$ cat src/rtl/calc_core.sv
// calc_core: keypad-driven signed calculator engine with iterative mul/div (CALC_CHAIN_EN enables result chaining)
module calc_core #(
  parameter int OP_W    = 8,
  parameter int MAG_MAX = 127
) (
  input  logic              clk,
  input  logic              rst,
  input  logic              key_valid,
  input  logic [3:0]        key_code,
  output logic [2*OP_W-1:0] disp_val,
  output logic              result_valid,
  output logic              busy,
  output logic              err
);
  localparam int RW = 2 * OP_W;
  localparam int CW = $clog2(OP_W + 2);
  typedef enum logic [2:0] {S_A, S_B, S_EXEC, S_DONE, S_ERR} state_t;
  typedef enum logic [1:0] {OP_MUL, OP_DIV, OP_ADD, OP_SUB} op_t;
  state_t state, state_n;
  op_t op;
  logic [OP_W-1:0] opa, opb, mplier, quo, rem, rem_sub, ent_mag, ent_clamp;
  logic nega, negb, seena, seenb, div_ge, newneg;
  logic [OP_W+3:0] ent_sum;
  logic [OP_W:0] rem_sh;
  logic [RW-1:0] mcand, acc, res, res_n, sa, sb, mag_r;
  logic [CW-1:0] cnt, last;
  logic is_dig, is_op, is_neg, is_clr, is_eq;
  assign is_dig = key_valid && key_code < 4'd10;
  assign is_op  = key_valid && key_code >= 4'd10 && key_code <= 4'd13;
  assign is_neg = key_valid && key_code == 4'hB;
  assign is_clr = key_valid && key_code == 4'hE;
  assign is_eq  = key_valid && key_code == 4'hF;
  assign ent_mag   = state == S_B ? opb : state == S_A ? opa : '0;
  assign ent_sum   = ({4'd0, ent_mag} << 3) + ({4'd0, ent_mag} << 1) + {{OP_W{1'b0}}, key_code};
  assign ent_clamp = ent_sum > (OP_W+4)'(MAG_MAX) ? OP_W'(MAG_MAX) : ent_sum[OP_W-1:0];
  assign sa = nega ? -RW'(opa) : RW'(opa);
  assign sb = negb ? -RW'(opb) : RW'(opb);
  assign last    = (op == OP_ADD || op == OP_SUB) ? CW'(1) : CW'(OP_W + 1);
  assign rem_sh  = {rem, quo[OP_W-1]};
  assign div_ge  = rem_sh >= {1'b0, opb};
  assign rem_sub = rem_sh[OP_W-1:0] - opb;
  assign mag_r   = op == OP_MUL ? acc : RW'(quo);
  assign res_n   = op == OP_ADD ? sa + sb : op == OP_SUB ? sa - sb : (nega ^ negb) ? -mag_r : mag_r;
  assign busy    = state == S_EXEC;
  assign err     = state == S_ERR;
  assign disp_val = state == S_A ? sa : state == S_B ? (seenb ? sb : sa) :
                    state == S_EXEC ? sb : state == S_DONE ? res : '0;
`ifdef CALC_CHAIN_EN
  logic [RW-1:0] res_abs;
  logic chain;
  assign res_abs = res[RW-1] ? -res : res;
  assign chain   = is_op && res_abs <= RW'(MAG_MAX);
  assign newneg  = 1'b0;
`else
  assign newneg  = is_neg;
`endif
  // state register
  always_ff @(posedge clk)
    state <= !rst ? S_A : state_n;
  // next-state selection from key strobes and execution progress
  always_comb begin
    state_n = state;
    if (is_clr) state_n = S_A;
    else
      unique case (state)
        S_A:    state_n = (is_op && seena) ? S_B : S_A;
        S_B:    state_n = (is_eq && seenb) ? S_EXEC : S_B;
        S_EXEC: state_n = (cnt == '0 && op == OP_DIV && opb == '0) ? S_ERR : cnt == last ? S_DONE : S_EXEC;
`ifdef CALC_CHAIN_EN
        S_DONE: state_n = is_dig ? S_A : chain ? S_B : S_DONE;
`else
        S_DONE: state_n = (is_dig || newneg) ? S_A : S_DONE;
`endif
        S_ERR:  state_n = is_dig ? S_A : S_ERR;
        default: state_n = S_A;
      endcase
  end
  // operand entry, iterative execution and result posting
  always_ff @(posedge clk) begin
    if (!rst || is_clr) begin
      opa <= '0; opb <= '0; nega <= 1'b0; negb <= 1'b0; seena <= 1'b0; seenb <= 1'b0;
      op <= OP_ADD; res <= '0; result_valid <= 1'b0; cnt <= '0;
      acc <= '0; mcand <= '0; mplier <= '0; rem <= '0; quo <= '0;
    end else begin
      result_valid <= 1'b0;
      unique case (state)
        S_A:
          if (is_dig) begin opa <= ent_clamp; seena <= 1'b1; end
          else if (is_neg && !seena) nega <= ~nega;
          else if (is_op && seena) op <= op_t'(key_code[1:0]);
        S_B:
          if (is_dig) begin opb <= ent_clamp; seenb <= 1'b1; end
          else if (is_neg && !seenb) negb <= ~negb;
          else if (is_eq && seenb) begin
            cnt <= '0; acc <= '0; mcand <= RW'(opa); mplier <= opb; rem <= '0; quo <= opa;
          end
        S_EXEC: begin
          cnt <= cnt + CW'(1);
          if ((cnt == '0 && op == OP_DIV && opb == '0) || cnt == last) result_valid <= 1'b1;
          else if (cnt == last - CW'(1)) res <= res_n;
          else begin
            acc    <= acc + (mplier[0] ? mcand : '0);
            mcand  <= mcand << 1;
            mplier <= mplier >> 1;
            rem    <= div_ge ? rem_sub : rem_sh[OP_W-1:0];
            quo    <= {quo[OP_W-2:0], div_ge};
          end
        end
        S_DONE, S_ERR:
          if (is_dig || (state == S_DONE && newneg)) begin
            opa <= is_dig ? ent_clamp : '0; nega <= !is_dig; seena <= is_dig;
            opb <= '0; negb <= 1'b0; seenb <= 1'b0;
          end
`ifdef CALC_CHAIN_EN
          else if (state == S_DONE && chain) begin
            opa <= res_abs[OP_W-1:0]; nega <= res[RW-1]; seena <= 1'b1; op <= op_t'(key_code[1:0]);
            opb <= '0; negb <= 1'b0; seenb <= 1'b0;
          end
`endif
        default: ;
      endcase
    end
  end
endmodule
$ cat config.mk
export PLATFORM = sky130hd
export DESIGN_NAME = calc_core
export DESIGN_NICKNAME = d
export VERILOG_FILES = /design/src/rtl/calc_core.sv
export SDC_FILE = /design/constraint.sdc
export NUM_CORES = 1
export LEC_CHECK = 0
export CAP_MARGIN = 20
export CORE_MARGIN = 2
export CORE_UTILIZATION = 30
export DETAILED_ROUTE_END_ITERATION = 10
export GPL_ROUTABILITY_DRIVEN = 0
export HOLD_SLACK_MARGIN = 0.05
export MAX_ROUTING_LAYER = met4
export SYNTH_ARGS = -nofsm -noshare
export SYNTH_HDL_FRONTEND = slang
export SYNTH_SLANG_ARGS = --single-unit
$ cat constraint.sdc
create_clock -name clk -period 3.3 [get_ports clk]
set_input_delay 0.33 -clock clk [delete_from_list [all_inputs] [get_ports clk]]
set_output_delay 0.33 -clock clk [all_outputs]
set_load 0.01 [all_outputs]
### After elaboration in Yosys (flattened, before gate mapping)

Index checks and enable logic that the tools add are counted.

| cells by class | value |
|---|---|
| mux-type cells | 77 |
| bitwise operators | 8 |
| reduce and logical (&&, ||, !) cells | 40 |
| eq/ne operators | 23 |
| $add $sub $neg | 11 |
| $lt $le $gt $ge | 5 |

Operators by type and width:

| cell | number |
|---|---|
| $mux W16 | 22 |
| $mux W8 | 23 |
| $pmux W8 S2 | 5 |
| $pmux W16 S2 | 2 |
| $add A16 B16 Y16 | 2 |
| $neg A8 Y16 | 2 |
| $mux W4 | 4 |
| $ne A2 B2 Y1 const B | 8 |
| $neg A16 Y16 | 1 |
| $reduce_and A4 Y1 | 4 |
| $sub A16 B16 Y16 | 1 |
| $pmux W3 S5 | 1 |
| $logic_and A1 B1 Y1 | 13 |
| $add A11 B9 Y12 | 1 |
| $add A12 B4 Y12 | 1 |
| $eq A4 B4 Y1 const B | 3 |
| $gt A12 B7 Y1 const B | 1 |
| $mux W1 | 11 |
| $ge A9 B8 Y1 | 1 |
| $reduce_and A3 Y1 | 3 |
| $eq A4 B4 Y1 | 2 |
| $logic_not A8 Y1 | 1 |
| $pmux W1 S2 | 4 |
| $pmux W4 S2 | 1 |
| 24 further kinds | 47 |

| storage, ports and cells | value |
|---|---|
| word-level logic and storage cells | 180 |
| flip-flop bits (word level) | 102 |
| output and inout bits | 19 |
| input port bits | 7 |

### Longest topological paths before layout

Gate-level depths: netlist of run 1.

| logic depth | value |
|---|---|
| depth after elaboration | 10 |
| gate-level depth with buffers | 17 |
| depth with buffers taken out | 14 |

### Worst setup path after synthesis of run 1

OpenSTA, ideal clock, no wires.

| timing | value |
|---|---|
| path type | register to register |
| from | reg state[1] |
| to | reg opa[1] |
| setup slack | -323 ps |
| library setup time | 117 ps |
| cell stages (with the launch flop) | 17 |
| clock period less this slack | 3623 ps |
| required time | 3183 ps |
| arrival time | 3506 ps |
| cell sequence | dfxtp_1 -> clkbuf_2 -> or3b_1 -> clkbuf_1 -> clkbuf_1 -> o21ai_0 -> inv_1 -> fa_1 -> inv_1 -> ha_1 -> a21o_1 -> a21oi_1 -> o21bai_1 -> a21oi_1 -> o21ai_0 -> or2_2 -> a22o_1 |

| between the ends | value |
|---|---|
| longest elaborated chain between the ends | 10 |
| elaborated cells on any way between the ends | 21 |
| those cells by class | add/sub: 2; order compare: 1; eq/ne: 5; mux: 7; reduce/logical: 6 |

Ends and longest elaborated chain:

| element | RTL line | RTL |
|---|---|---|
| start, declared | 19 | `state_t state, state_n;` |
| start signal, assigned | 59 | `state <= !rst ? S_A : state_n;` |
| $logic_not A3 Y1 | 33, 86 |  |
| $mux W8 (2 in a row) | 33 | `assign ent_mag = state == S_B ? opb : state == S_A ? opa : '0;` |
| $add A11 B9 Y12 | 34 | `assign ent_sum = ({4'd0, ent_mag} << 3) + ({4'd0, ent_mag} << 1) + {{OP_W{1'b0}}, key_code};` |
| $add A12 B4 Y12 | 34 |  |
| $gt A12 B7 Y1 | 35 | `assign ent_clamp = ent_sum > (OP_W+4)'(MAG_MAX) ? OP_W'(MAG_MAX) : ent_sum[OP_W-1:0];` |
| $mux W8 | 35 |  |
| $mux W8 | 111 | `opa <= is_dig ? ent_clamp : '0; nega <= !is_dig; seena <= is_dig;` |
| $mux W8 | 110 | `if (is_dig \|\| (state == S_DONE && newneg)) begin` |
| $pmux W8 S2 | 86 | `unique case (state)` |
| end signal, assigned | 111 |  |
| end, declared | 21 | `logic [OP_W-1:0] opa, opb, mplier, quo, rem, rem_sub, ent_mag, ent_clamp;` |

Parallel ways exist; a longest one is shown, timed or not. The select of a mux whose other input is x is not followed.
A chain may end at the register's enable or synchronous reset.

### Worst setup path after layout of run 1

| timing | value |
|---|---|
| from | reg state[0] |
| to | reg opa[0] |

Same word-level chain as after synthesis.

==> results.txt, run 1 <==
Entering global routing, the biggest net connects 45 pins. The part of the total power dissipated in the clock network is about 30%. The cell accounting for the most synthesized area is sky130_fd_sc_hd__dfxtp_1. sky130_fd_sc_hd__nand2_1 is the most common cell in the netlist. The routed length per instance came out at 17.6 um. Counting flops with a built-in enable in the synthesized netlist gives 0. The post-route antenna net violation count came out at 0. The boundary pin count is 26. The later pin in the worst-skew pair is clocked with a latency of ~0.36 ns. The unique cell type count in the Yosys netlist is 78. By area the synthesized netlist is led by sky130_fd_sc_hd__dfxtp_1, sky130_fd_sc_hd__ha_1, sky130_fd_sc_hd__nand2_1. The root buffer cell chosen for the clock tree is sky130_fd_sc_hd__clkbuf_16. The number of sinks driven by the clock tree came out at around 100. The worst slew margin relative to its limit came out at between 30% and 40%. The height of the die is 175 um. The total die area is around 31000 sq um. The Yosys step of the flow raised 0 warnings. Setup repair after global routing could not meet its margin everywhere. By area, the combinational part of the netlist is dominated by compound AO/OA/AOI/OAI gates.

The highest net fanout along the worst path is 6. The worst setup path is launched from a flop. The worst setup path is captured at a flop. Summing the areas of all and, or, nand and nor instances in the mapped netlist gives about a quarter of the synthesized area. After synthesis the netlist holds a flip-flop and latch count of slightly above 100. The fraction of the mapped netlist area in compound gates came out at a little over a quarter. The via count of the first global-routing pass is approximately 8500.

The width of the die is 175 um. The synthesis-to-layout area growth is 22.1%. The number of vias per cell came out at 5.49. The path type of the worst setup path is reg2reg. The port buffer count came out at 25.

The final global-route overflow total is 0. The proportion of register bits with asynchronous set or reset after synthesis is 0%. The count of hold buffers inserted by post-cts repair came out at 0. In the synthesized netlist, the cells that appear most often are sky130_fd_sc_hd__nand2_1, sky130_fd_sc_hd__dfxtp_1, sky130_fd_sc_hd__nor2_1. The TritonCTS clock tree is done. The tightest hold path in the finished design has a slack of ~0.46 ns. The mapped cell area is slightly below 9000 sq um. Across the VDD grid, the largest voltage drop is between 200 and 300 uV. The ratio of final minimum period to clock period is a little over nine tenths. The run finished with clean final reports.

Synthesis produced a netlist with a net count of roughly 1300. The sum of net half-perimeters after detailed placement came out at ~22 mm. Cells with a size suffix above 1 make up 16.8% of the layout. The number of hold-slack violations in the final timing report came out at 0. For this run, the total global-route usage over all layers was measured as a little under a fifth.

The required time of the worst setup path is roughly 3.5 ns. The final count of negative-setup-slack endpoints came out at 0. Averaged over all synthesized cells, the footprint is 7.42 sq um. The highest clock frequency the design can meet came out at about 310 MHz.

The post-route minimum period is between 3 and 4 ns. The reg-to-reg setup timing slack is roughly 0.11 ns. Summed over all nets, the switching power comes to about 1300 uW. The first routing iteration left approximately 980 violations. The worst hold path belongs to the class reg2reg. The number of buffers created by CTS is 9.

The fraction of power spent switching nets is about 34%. Across all layers, the routed design uses around 9100 vias. The max capacitance violation total came out at 0.

The area share of the leading cell type in the synthesized netlist is between 20% and 30%. After clock tree synthesis, the clock-pin slew on the worst setup and hold paths is 0.08 ns. The portion of synthesized area spent on multiplexers is approximately 2.8%. The total number of H-tree levels is 3. The global-route wire length before repair is between 40 and 50 mm. Counting along the longest clock path gives a buffer depth of 2. The length of the first detailed-routing pass in iterations is 6.

The count of final max-slew check failures is 0. The count of fill cells added during filler insertion is around 2900. The synthesized netlist cell count came out at ~1200. The number of cell rows is 62.

For this run, the post-layout net count is approximately 1400. In the synthesized netlist the dominant register cell turns out to be sky130_fd_sc_hd__dfxtp_1. The number of antenna violations at the first check in global routing is 0. The transition time at the pin with the least slew margin came out at around 1.0 ns. The worst path setup slack after routing came out at ~0.11 ns. For this configuration, the core starts out at a cell density of a little under a third. Sequential cells burn about a third of the power. The cell leakage power came out at ~0.0043 uW. The final antenna diode count is 0.

The area of the core is 28800 sq um. The share of synthesized cell area in full adder, half adder and majority cells came out at 11.9%. For the worst setup path, the data arrival time is approximately 3.4 ns. For this run, design rule violations remaining after detail routing come to 0. The sequential cell area fraction in the yosys report is around 23%. The final layout contains routed wiring with a total length of between 20 and 30 mm. The internal power summed over all cells came out at approximately 2500 uW. The worst slack at placement came out at -0.0348 ns. The post-synthesis share of cell area spent on xor and xnor gates is 4.99%.

The total power per unit cell area came out at roughly 350 nW/um^2. The setup skew after layout is 0.00870 ns. The portion of total power attributed to combinational logic is a little over a third.
==> layout by cell type, fill, tap and decap left out, types with 39 or more instances in the layout <==
cell / instances
sky130_fd_sc_hd__buf_4: 112
sky130_fd_sc_hd__ha_1: 70
sky130_fd_sc_hd__inv_1: 63
sky130_fd_sc_hd__nor2_1: 98
sky130_fd_sc_hd__o21ai_0: 68
sky130_fd_sc_hd__nand2_1: 130
sky130_fd_sc_hd__dfxtp_1: 98
sky130_fd_sc_hd__a21oi_1: 92
sky130_fd_sc_hd__nand3_1: 39
==> registers in the layout, indices dropped and copies added, names as in the netlist <==
register,count
acc,16
mcand,16
res,16
mplier,8
opa,8
opb,8
quo,8
rem,8
cnt,4
state,3
op,2
nega,1
negb,1
result_valid,1
seena,1
seenb,1
==> per-layer routing <==
metal | vias to the layer above | track usage, % | routed length (um)
li1 | 4460 | - | -
met4 | 0 | 7.99 | 995
met5 | - | - | 0
met2 | 270 | 30.2 | 13400
met1 | 4312 | 24.8 | 13500
met3 | 71 | 2.15 | 1290
==> cell type report <==
type / count / area (sq um) / area share [%]
sequential: 102 / 2050 / 19.1
tap: 384 / 480 / 4.48
clock inverter: 5 / 57.6 / 0.537
clock buffer: 11 / 243 / 2.26
inverter: 66 / 248 / 2.31
timing repair buffer: 138 / 1110 / 10.4
multi-input combinational: 953 / 6540 / 60.9
==> timing repair <==
| item | CTS | global route |
|---|---|---|
| endpoints found under the setup margin | 11 | 29 |
| pin swaps | 0 | 24 |
| buffers inserted | 0 | 7 |
| resized for setup | 5 | 61 |
==> worst max-delay path: stages, from the launching register on <==
cell and delay [ns]:
sky130_fd_sc_hd__dfxtp_4 0.37, sky130_fd_sc_hd__or3b_4 0.42, sky130_fd_sc_hd__o21ai_2 0.14, sky130_fd_sc_hd__inv_1 0.07
sky130_fd_sc_hd__fa_2 0.55, sky130_fd_sc_hd__inv_1 0.05, sky130_fd_sc_hd__ha_1 0.27, sky130_fd_sc_hd__a21o_1 0.17
sky130_fd_sc_hd__a21oi_2 0.17, sky130_fd_sc_hd__o21bai_1 0.12, sky130_fd_sc_hd__a21oi_2 0.22, sky130_fd_sc_hd__o21ai_4 0.10
sky130_fd_sc_hd__or2_4 0.26, sky130_fd_sc_hd__a22o_1 0.18
==> power by group through the flow <==
| stage | combinational, uW | clock, uW | sequential (uW) |
|---|---|---|---|
| final | 1380 | 1130 | 1280 |
| after global placement | 1200 | 0 | 1300 |
| after detailed placement | 1220 | 0 | 1300 |
| after floorplan | 749 | 0 | 1300 |
| after global routing | 1490 | 1190 | 1280 |
| after CTS | 1260 | 1150 | 1270 |
==> per-stage QoR <==
step / cell area (sq um) / cells / total power, uW / util (%) / setup TNS (ns)
2_1_floorplan: 8860 / 1184 / 2050 / - / -0.369
3_3_place_gp: 10100 / 1635 / 2510 / 35.1 / 0
3_5_place_dp: 10100 / 1635 / 2520 / 35.1 / -0.0385
4_1_cts: 10400 / 1651 / 3670 / 36.2 / 0
5_1_grt: 10700 / 1659 / 3960 / 37.3 / -0.0707
6_report: 10700 / 1659 / 3800 / 37.3 / 0
==> final timing paths <==
path / cells past startpoint / end / startpoint
worst max-delay path: 13 / opa[0]$_SDFFE_PP0P_ / state[0]$_SDFF_PP0_
worst min-delay path: 2 / res[7]$_SDFFE_PP0P_ / res[7]$_SDFFE_PP0P_
worst max register to register: 13 / opa[0]$_SDFFE_PP0P_ / state[0]$_SDFF_PP0_
worst min register to register: 2 / res[7]$_SDFFE_PP0P_ / res[7]$_SDFFE_PP0P_
==> cell families (layout without fill, tap and decap cells) <==
family | count (synthesis) | after routing
flops | 102 | 102
xor+xnor | 50 | 50
compound gates | 365 | 365
simple gates | 434 | 434
mux | 24 | 24
buf+inv | 129 | 220
fa+ha+maj | 80 | 80
No activity file was read; power rests on OpenSTA's default activity.
==> inputs of run 2 (changes only) <==
DONT_BUFFER_PORTS = 1   (was default)
clock period = 3.45 ns   (was 3.3 ns; I/O delays follow)
==> results.txt, run 2 (synthesis results as in run 1) <==
The flow ran to the end, and the final reports show no timing, DRC or antenna violations. The number of vias per cell is 5.51 (+0.36%). The fraction of power spent switching nets came out at 33.2% (-0.55 points).

The path class of the tightest hold or removal check is in2reg. In this design, the critical path's most frequently occurring cell is sky130_fd_sc_hd__buf_4. The total cell area at the placement stage came out at 9680 sq um (-4.1%). The max capacitance violation total is 0 (unchanged). The final antenna diode count came to 0 (unchanged).

The total instance count after detailed placement is 1593 (-2.6%). The later-pin clock latency in the skew report came to 0.36 ns (about the same). The post-route antenna net violation count came out at 0 (unchanged). The total vias in the final route came out at 8909 (-2.2%). The number of nets in the layout came out at 1314 (-3.2%). The area taken by multi-input logic gates is 6450 sq um (-1.3%). The count of unresolved DRC violations after routing is 0 (unchanged). The buffering stage count on the worst path with inverters included came out at 2 (unchanged).

The total power per unit cell area is 342 nW/um^2 (-3.3%). The number of antenna violations at the first check in global routing came out at 0 (unchanged). The cell leakage power is 0.00403 uW (-5.3%). The area of the core came to 28800 sq um (unchanged).

The setup path with the least slack is of type reg2reg. The category of the worst setup path launch point is a flop. The largest stage delay on the critical path was 0.54 ns (about the same). The height of the die came to 175 um (unchanged). The total number of H-tree levels is 3 (unchanged).

The post-route minimum period came to 3.33 ns (+0.139 ns). The number of buffers created by CTS is 9 (unchanged). The transition time at the pin with the least slew margin is 1.10 ns (+0.0836 ns). The library cell used as clock root buffer is sky130_fd_sc_hd__clkbuf_16.

The kind of end point of the critical path is a flop. The number of sinks driven by the clock tree is 102 (unchanged). The count of final max-slew check failures is 0 (unchanged). The final global-route overflow total came to 0 (unchanged). The routed length per instance is 17.6 um (+0.13%).

The port buffer count is 0 (-100%). The worst-case clock buffer depth came out at 2 (unchanged). The non-filler instance count after layout is 1616 (-2.6%).

The highest clock frequency the design can meet is 300 MHz (-4.2%). The internal power summed over all cells came out at 2340 uW (-6.8%). The final routed wirelength across all metal layers came out at 28.4 mm (-2.5%). The ratio of final minimum period to clock period came out at 96.6% (-0.19 points).

The count of hold buffers inserted by post-cts repair came out at 0 (unchanged). The number of violations reported at the end of detailed-routing iteration 0 was 783 (-20%). The register cell area after layout is 2040 sq um (-0.31%). The clock transition time at the flip-flop clock pins of the worst setup and hold paths came out at 0.07 ns (about the same). The worst slew margin relative to its limit is 26.0% (-5.6 points). The width of the die is 175 um (unchanged). The sum of net half-perimeters after detailed placement came out at 22.1 mm (about the same).

The setup skew after layout is 0.00627 ns (-0.00242 ns). In the layout the commonest cells are sky130_fd_sc_hd__nand2_1, sky130_fd_sc_hd__dfxtp_1, sky130_fd_sc_hd__nor2_1. The global-route wire length before repair came out at 44.7 mm (-2.0%).

The number of hold-slack violations in the final timing report came out at 0 (unchanged). Leaving out fill and tap cells, the most frequent cell in the layout is sky130_fd_sc_hd__nand2_1. The starting density of the core came out at 30.5% (unchanged). The sequential share of power was 34.8% (+1.1 points). The switching component of the power came out at 1170 uW (-9.1%). The pin count of the biggest net entering global routing is 42 (-6.7%).

The master of the slowest instance on the critical path is sky130_fd_sc_hd__or4_4. The via count of the first global-routing pass came to 8319 (-1.7%). The number of cell rows came out at 62 (unchanged). The synthesis-to-layout area growth is 16.7%. The reg-to-reg setup timing slack is 0.12 ns (about the same).

The count of fill cells added during filler insertion is 2998 (+1.7%). The required time of the worst setup path came out at 3.69 ns (+0.15 ns). The boundary pin count is 26 (unchanged). The final count of negative-setup-slack endpoints came out at 0 (unchanged). The final instance area was 10300 sq um (-4.4%). The part of the total power dissipated in the clock network came out at 32.0% (+2.2 points). Among cell families on the critical path, the largest total delay comes from compound AO/OA/AOI/OAI gates. The worst path arrival time came out at 3.57 ns (+0.13 ns). The largest registers in the layout are acc (16), mcand (16), res (16). The length of the first detailed-routing pass in iterations is 5 (-1). Walking the worst path, the cells encountered are or4_4 > buf_4 > nor3_4 > a21boi_1 > ha_4 > nand3_2 > buf_4 > o211ai_1 > a211oi_1 > o2111a_1 > a2111oi_1 > o21ai_1. TritonCTS built the clock tree. The peak ir drop on the vdd network came out at 253 uV (-5.0%). The portion of total power attributed to combinational logic was 33.2% (-3.3 points).

The total die area was 30700 sq um (unchanged). The share of final-layout standard cells stronger than drive strength 1 came out at 14.0% (-2.8 points). The highest net fanout along the worst path came out at 7 (+1). The global-route usage over all layers was 18.8% (-0.35 points).
-- run 2: changes by cell type in the layout (fill, tap and decap cells not counted), moves of 3 or more --
cell                              change
sky130_fd_sc_hd__o31ai_1              +3
sky130_fd_sc_hd__a211oi_1             +4
sky130_fd_sc_hd__o21ai_1              +4
sky130_fd_sc_hd__o31ai_2              -3
sky130_fd_sc_hd__or2_4                -3
sky130_fd_sc_hd__clkdlybuf4s50_1     -23
sky130_fd_sc_hd__buf_4               -18
sky130_fd_sc_hd__or2_2                +3
sky130_fd_sc_hd__a211oi_2             -4
sky130_fd_sc_hd__o21ai_2              -4
sky130_fd_sc_hd__dfxtp_1              +3
-- run 2: layout make-up --
class	instances	share of cell area, %
repair buffers	95	6.93
inverters	66	2.42
clock buffers	11	2.27
clock inverters	5	0.806
multi-input cells	953	63.0
well taps	384	4.69
flip-flops and latches	102	19.9
-- run 2: worst reg2reg max path: stages (launching register included) --
cell and delay, ns:
sky130_fd_sc_hd__dfxtp_1 0.31, sky130_fd_sc_hd__or4_4 0.54, sky130_fd_sc_hd__buf_4 0.16, sky130_fd_sc_hd__nor3_4 0.32
sky130_fd_sc_hd__a21boi_1 0.20, sky130_fd_sc_hd__ha_4 0.35, sky130_fd_sc_hd__nand3_2 0.11, sky130_fd_sc_hd__buf_4 0.15
sky130_fd_sc_hd__o211ai_1 0.30, sky130_fd_sc_hd__a211oi_1 0.14, sky130_fd_sc_hd__o2111a_1 0.25, sky130_fd_sc_hd__a2111oi_1 0.28
sky130_fd_sc_hd__o21ai_1 0.10
-- run 2: power groups by stage --
| stage | clock network, uW | registers (uW) | logic [uW] |
|---|---|---|---|
| 3_3_place_gp | 0 | 1240 | 991 |
| 3_5_place_dp | 0 | 1250 | 998 |
| 6_report | 1120 | 1220 | 1170 |
| 2_1_floorplan | 0 | 1240 | 671 |
| 4_1_cts | 1140 | 1220 | 1010 |
| 5_1_grt | 1190 | 1220 | 1270 |
-- run 2: per-layer routing --
layer,part of all wire (%),up-vias,routed length [um],GRT usage [%]
met5,0,-,0,-
met4,2.7,0,758,6.18
met3,5.9,43,1680,3.00
met2,47,292,13200,30.1
met1,45,4211,12700,24.1
li1,-,4363,-,-
-- run 2: stage by stage --
stage                     total power (uW)  hold WS (ns)  TNS (ns)  worst slack (ns)  util (%)
after floorplan                       1910         0.432         0           0.00396         -
after global placement                2240         0.443         0            0.0282      33.6
after detailed placement              2240         0.452   -0.0166           -0.0166      33.6
after CTS                             3370         0.130         0           0.00358      34.7
after global routing                  3690         0.146   -0.0851           -0.0301      35.6
final                                 3510         0.140         0             0.117      35.6
-- run 2: repair_timing --
item / CTS / global route
setup endpoints to repair: 1 / 21
buffers inserted: 0 / 6
pin swaps: 0 / 15
gates resized for setup: 1 / 48
-- run 2: final timing paths --
kind | startpoint | to | depth (start not counted)
worst min-delay path | key_code[1] | op[1]$_SDFFE_PP1P_ | 2
worst min register to register | res[4]$_SDFFE_PP0P_ | res[4]$_SDFFE_PP0P_ | 2
worst max-delay path | opa[2]$_SDFFE_PP0P_ | res[15]$_SDFFE_PP0P_ | 12
worst max register to register | opa[2]$_SDFFE_PP0P_ | res[15]$_SDFFE_PP0P_ | 12
==> inputs of run 3 (changes only) <==
CTS_BUF_LIST = sky130_fd_sc_hd__clkbuf_16   (was default)
SKIP_CTS_REPAIR_TIMING = 1   (was default)
clock period = 3.8 ns   (was 3.45 ns; I/O delays follow)
==> results.txt, run 3 (synthesis results as in run 1) <==
The non-filler instance count after layout came out at 1578 (-2.4%). The setup skew after layout is 0.0145 ns (+0.00826 ns). The sum of net half-perimeters after detailed placement came out at 21.4 mm (-2.9%). The area of the core was 28800 sq um (unchanged). The width of the die is 175 um (unchanged). The clock transition time at the flip-flop clock pins of the worst setup and hold paths came out at 0.08 ns (about the same). The worst hold path begins at key_code[0].

The worst register-to-register path begins at opa[2]$_SDFFE_PP0P_. The final global-route overflow total is 0 (unchanged). The cell leakage power is 0.00379 uW (-6.0%). The worst slack at placement is 0.102 ns (+0.119 ns). The post-route minimum period came out at 3.50 ns (+0.170 ns). The number of violations reported at the end of detailed-routing iteration 0 came out at 673 (-14%). The port buffer count was 0 (unchanged).

The total power per unit cell area was 300 nW/um^2 (-12%). The boundary pin count is 26 (unchanged). The count of final max-slew check failures came out at 0 (unchanged). The portion of total power attributed to combinational logic is 30.9% (-2.3 points). The number of vias per cell is 5.58 (+1.2%). The synthesis-to-layout area growth came out at 11.1%. The final instance area came out at 9760 sq um (-4.8%). The final core utilization came out at 33.9% (-1.7 points). The number of nets in the layout came out at 1276 (-2.9%). The total number of H-tree levels came out at 3 (unchanged). The starting density of the core came out at 30.5% (unchanged). The via count of the first global-routing pass was 8184 (-1.6%).

The max capacitance violation total is 0 (unchanged). The highest net fanout along the worst path came out at 4 (-3). The met2 wire length was 12.9 mm (-2.3%). The final-layout setup total negative slack came out at 0 ns (unchanged). The worst-case clock buffer depth is 2 (unchanged). The fraction of power spent switching nets came out at 35.0% (+1.8 points). The total vias in the final route came out at 8802 (-1.2%). The count of unresolved DRC violations after routing was 0 (unchanged). The number of sinks driven by the clock tree came out at 102 (unchanged). Setup repair after global routing left no endpoint under its margin. The number of cell rows is 62 (unchanged).

The most common cell after layout, fill and taps aside is sky130_fd_sc_hd__nand2_1. In this run the worst hold path is classified as in2reg. The global-route usage over all layers is 18.5% (-0.24 points). The number of antenna violations at the first check in global routing is 0 (unchanged).

The part of the total power dissipated in the clock network came out at 31.3% (-0.7 points). The worst path setup slack after routing came out at 0.297 ns (+0.180 ns). The total die area came out at 30700 sq um (unchanged).

The length of the first detailed-routing pass in iterations came to 5 (unchanged). The worst slew margin relative to its limit is 30.5% (+4.5 points). The transition time at the pin with the least slew margin came out at 1.04 ns (-0.0677 ns). In this run the clock root is driven by a sky130_fd_sc_hd__clkbuf_16. Routed signal wires occupy layers up through met4. The peak ir drop on the vdd network came out at 205 uV (-19%). The TritonCTS clock tree is done. The highest clock frequency the design can meet came out at 285 MHz (-4.9%). The worst path arrival time is 3.79 ns (+0.22 ns). The routed length per instance came to 17.5 um (-0.56%). The required time of the worst setup path came out at 4.09 ns (+0.40 ns). The ratio of final minimum period to clock period came out at 92.2% (-4.4 points). The top cell types in the final layout, fill and taps aside, are sky130_fd_sc_hd__nand2_1, sky130_fd_sc_hd__dfxtp_1, sky130_fd_sc_hd__nor2_1. The final antenna diode count is 0 (unchanged). The routed metal-1 wire length was 12.5 mm (-2.1%).

The final routed wirelength across all metal layers came to 27.6 mm (-2.9%). The total cell area at the placement stage came to 9440 sq um (-2.5%). The global-route wire length before repair is 44.2 mm (-1.1%). The total instance count after detailed placement is 1562 (-1.9%). The internal power summed over all cells is 1900 uW (-19%). The total length of routed met3 wires came to 1.51 mm (-9.8%). The run finished with clean final reports. The largest registers in the layout are acc (16), mcand (16), res (16). The sequential share of power came out at 37.8% (+3.0 points). The number of buffers created by CTS was 9 (unchanged). The share of final-layout standard cells stronger than drive strength 1 is 8.96% (-5.0 points).

STA classifies the critical path endpoint as a flop. The start point of the critical path is opa[2]$_SDFFE_PP0P_. The height of the die is 175 um (unchanged). The post-route antenna net violation count is 0 (unchanged).

The setup path with the least slack is of type reg2reg. The pin count of the biggest net entering global routing is 57 (+36%). The number of hold-slack violations in the final timing report came out at 0 (unchanged). The switching component of the power is 1030 uW (-12%). The worst setup path is launched from a flop. The later-pin clock latency in the skew report is 0.36 ns (about the same).

The final count of negative-setup-slack endpoints came out at 0 (unchanged).
-- run 3: cell types whose count changed in the layout (fill, tap and decap cells not counted), moves of 5 or more --
cell,change
sky130_fd_sc_hd__a21oi_1,+6
sky130_fd_sc_hd__a21oi_2,-6
sky130_fd_sc_hd__buf_4,-37
sky130_fd_sc_hd__ha_1,+5
-- run 3: through the flow --
step	hold WS, ns	total power [uW]
finish	0.186	2930
global route	0.203	3090
CTS	0.177	2920
detailed placement	0.454	2000
global placement	0.446	1990
floorplan	0.432	1730
-- run 3: area by class of cell --
| cell class | count | area (sq um) |
|---|---|---|
| Inverter | 66 | 248 |
| Tap cell | 384 | 480 |
| Fill cell | 3028 | 19000 |
| Timing Repair Buffer | 57 | 428 |
| Sequential cell | 102 | 2040 |
| Multi-Input combinational cell | 953 | 6280 |
| Clock inverter | 7 | 55.1 |
| Clock buffer | 9 | 225 |
-- run 3: path summary, 6_finish.rpt --
path / endpoint / cells after the start / slack (ns)
setup / recovery: res[12]$_SDFFE_PP0P_ / 12 / 0.30
hold / removal: op[0]$_SDFFE_PP0P_ / 2 / 0.19
setup reg to reg: res[12]$_SDFFE_PP0P_ / 12 / 0.30
hold reg to reg: res[4]$_SDFFE_PP0P_ / 2 / 0.46
-- run 3: worst max-delay path: stages, from the launching register on --
cell and delay (ns):
sky130_fd_sc_hd__dfxtp_1 0.31, sky130_fd_sc_hd__or4_1 0.62, sky130_fd_sc_hd__o21ai_0 0.24, sky130_fd_sc_hd__xnor2_1 0.20, sky130_fd_sc_hd__ha_1 0.27, sky130_fd_sc_hd__or2_2 0.31
sky130_fd_sc_hd__a2111oi_0 0.47, sky130_fd_sc_hd__buf_4 0.22, sky130_fd_sc_hd__o31ai_1 0.06, sky130_fd_sc_hd__buf_4 0.17, sky130_fd_sc_hd__a311oi_1 0.29, sky130_fd_sc_hd__a311oi_1 0.10
sky130_fd_sc_hd__a21oi_1 0.16
-- run 3: power by group through the flow --
stage	clock (uW)	combinational, uW	sequential, uW
6_report	917	904	1110
5_1_grt	977	1000	1110
4_1_cts	943	874	1100
3_5_place_dp	0	870	1130
3_3_place_gp	0	863	1130
2_1_floorplan	0	603	1130
-- run 3: metal layers --
metal / up-vias / GRT usage (%)
met3: 45 / 3.48
met4: 0 / 5.45
met2: 263 / 29.6
li1: 4292 / -
met5: - / -
met1: 4202 / 23.8
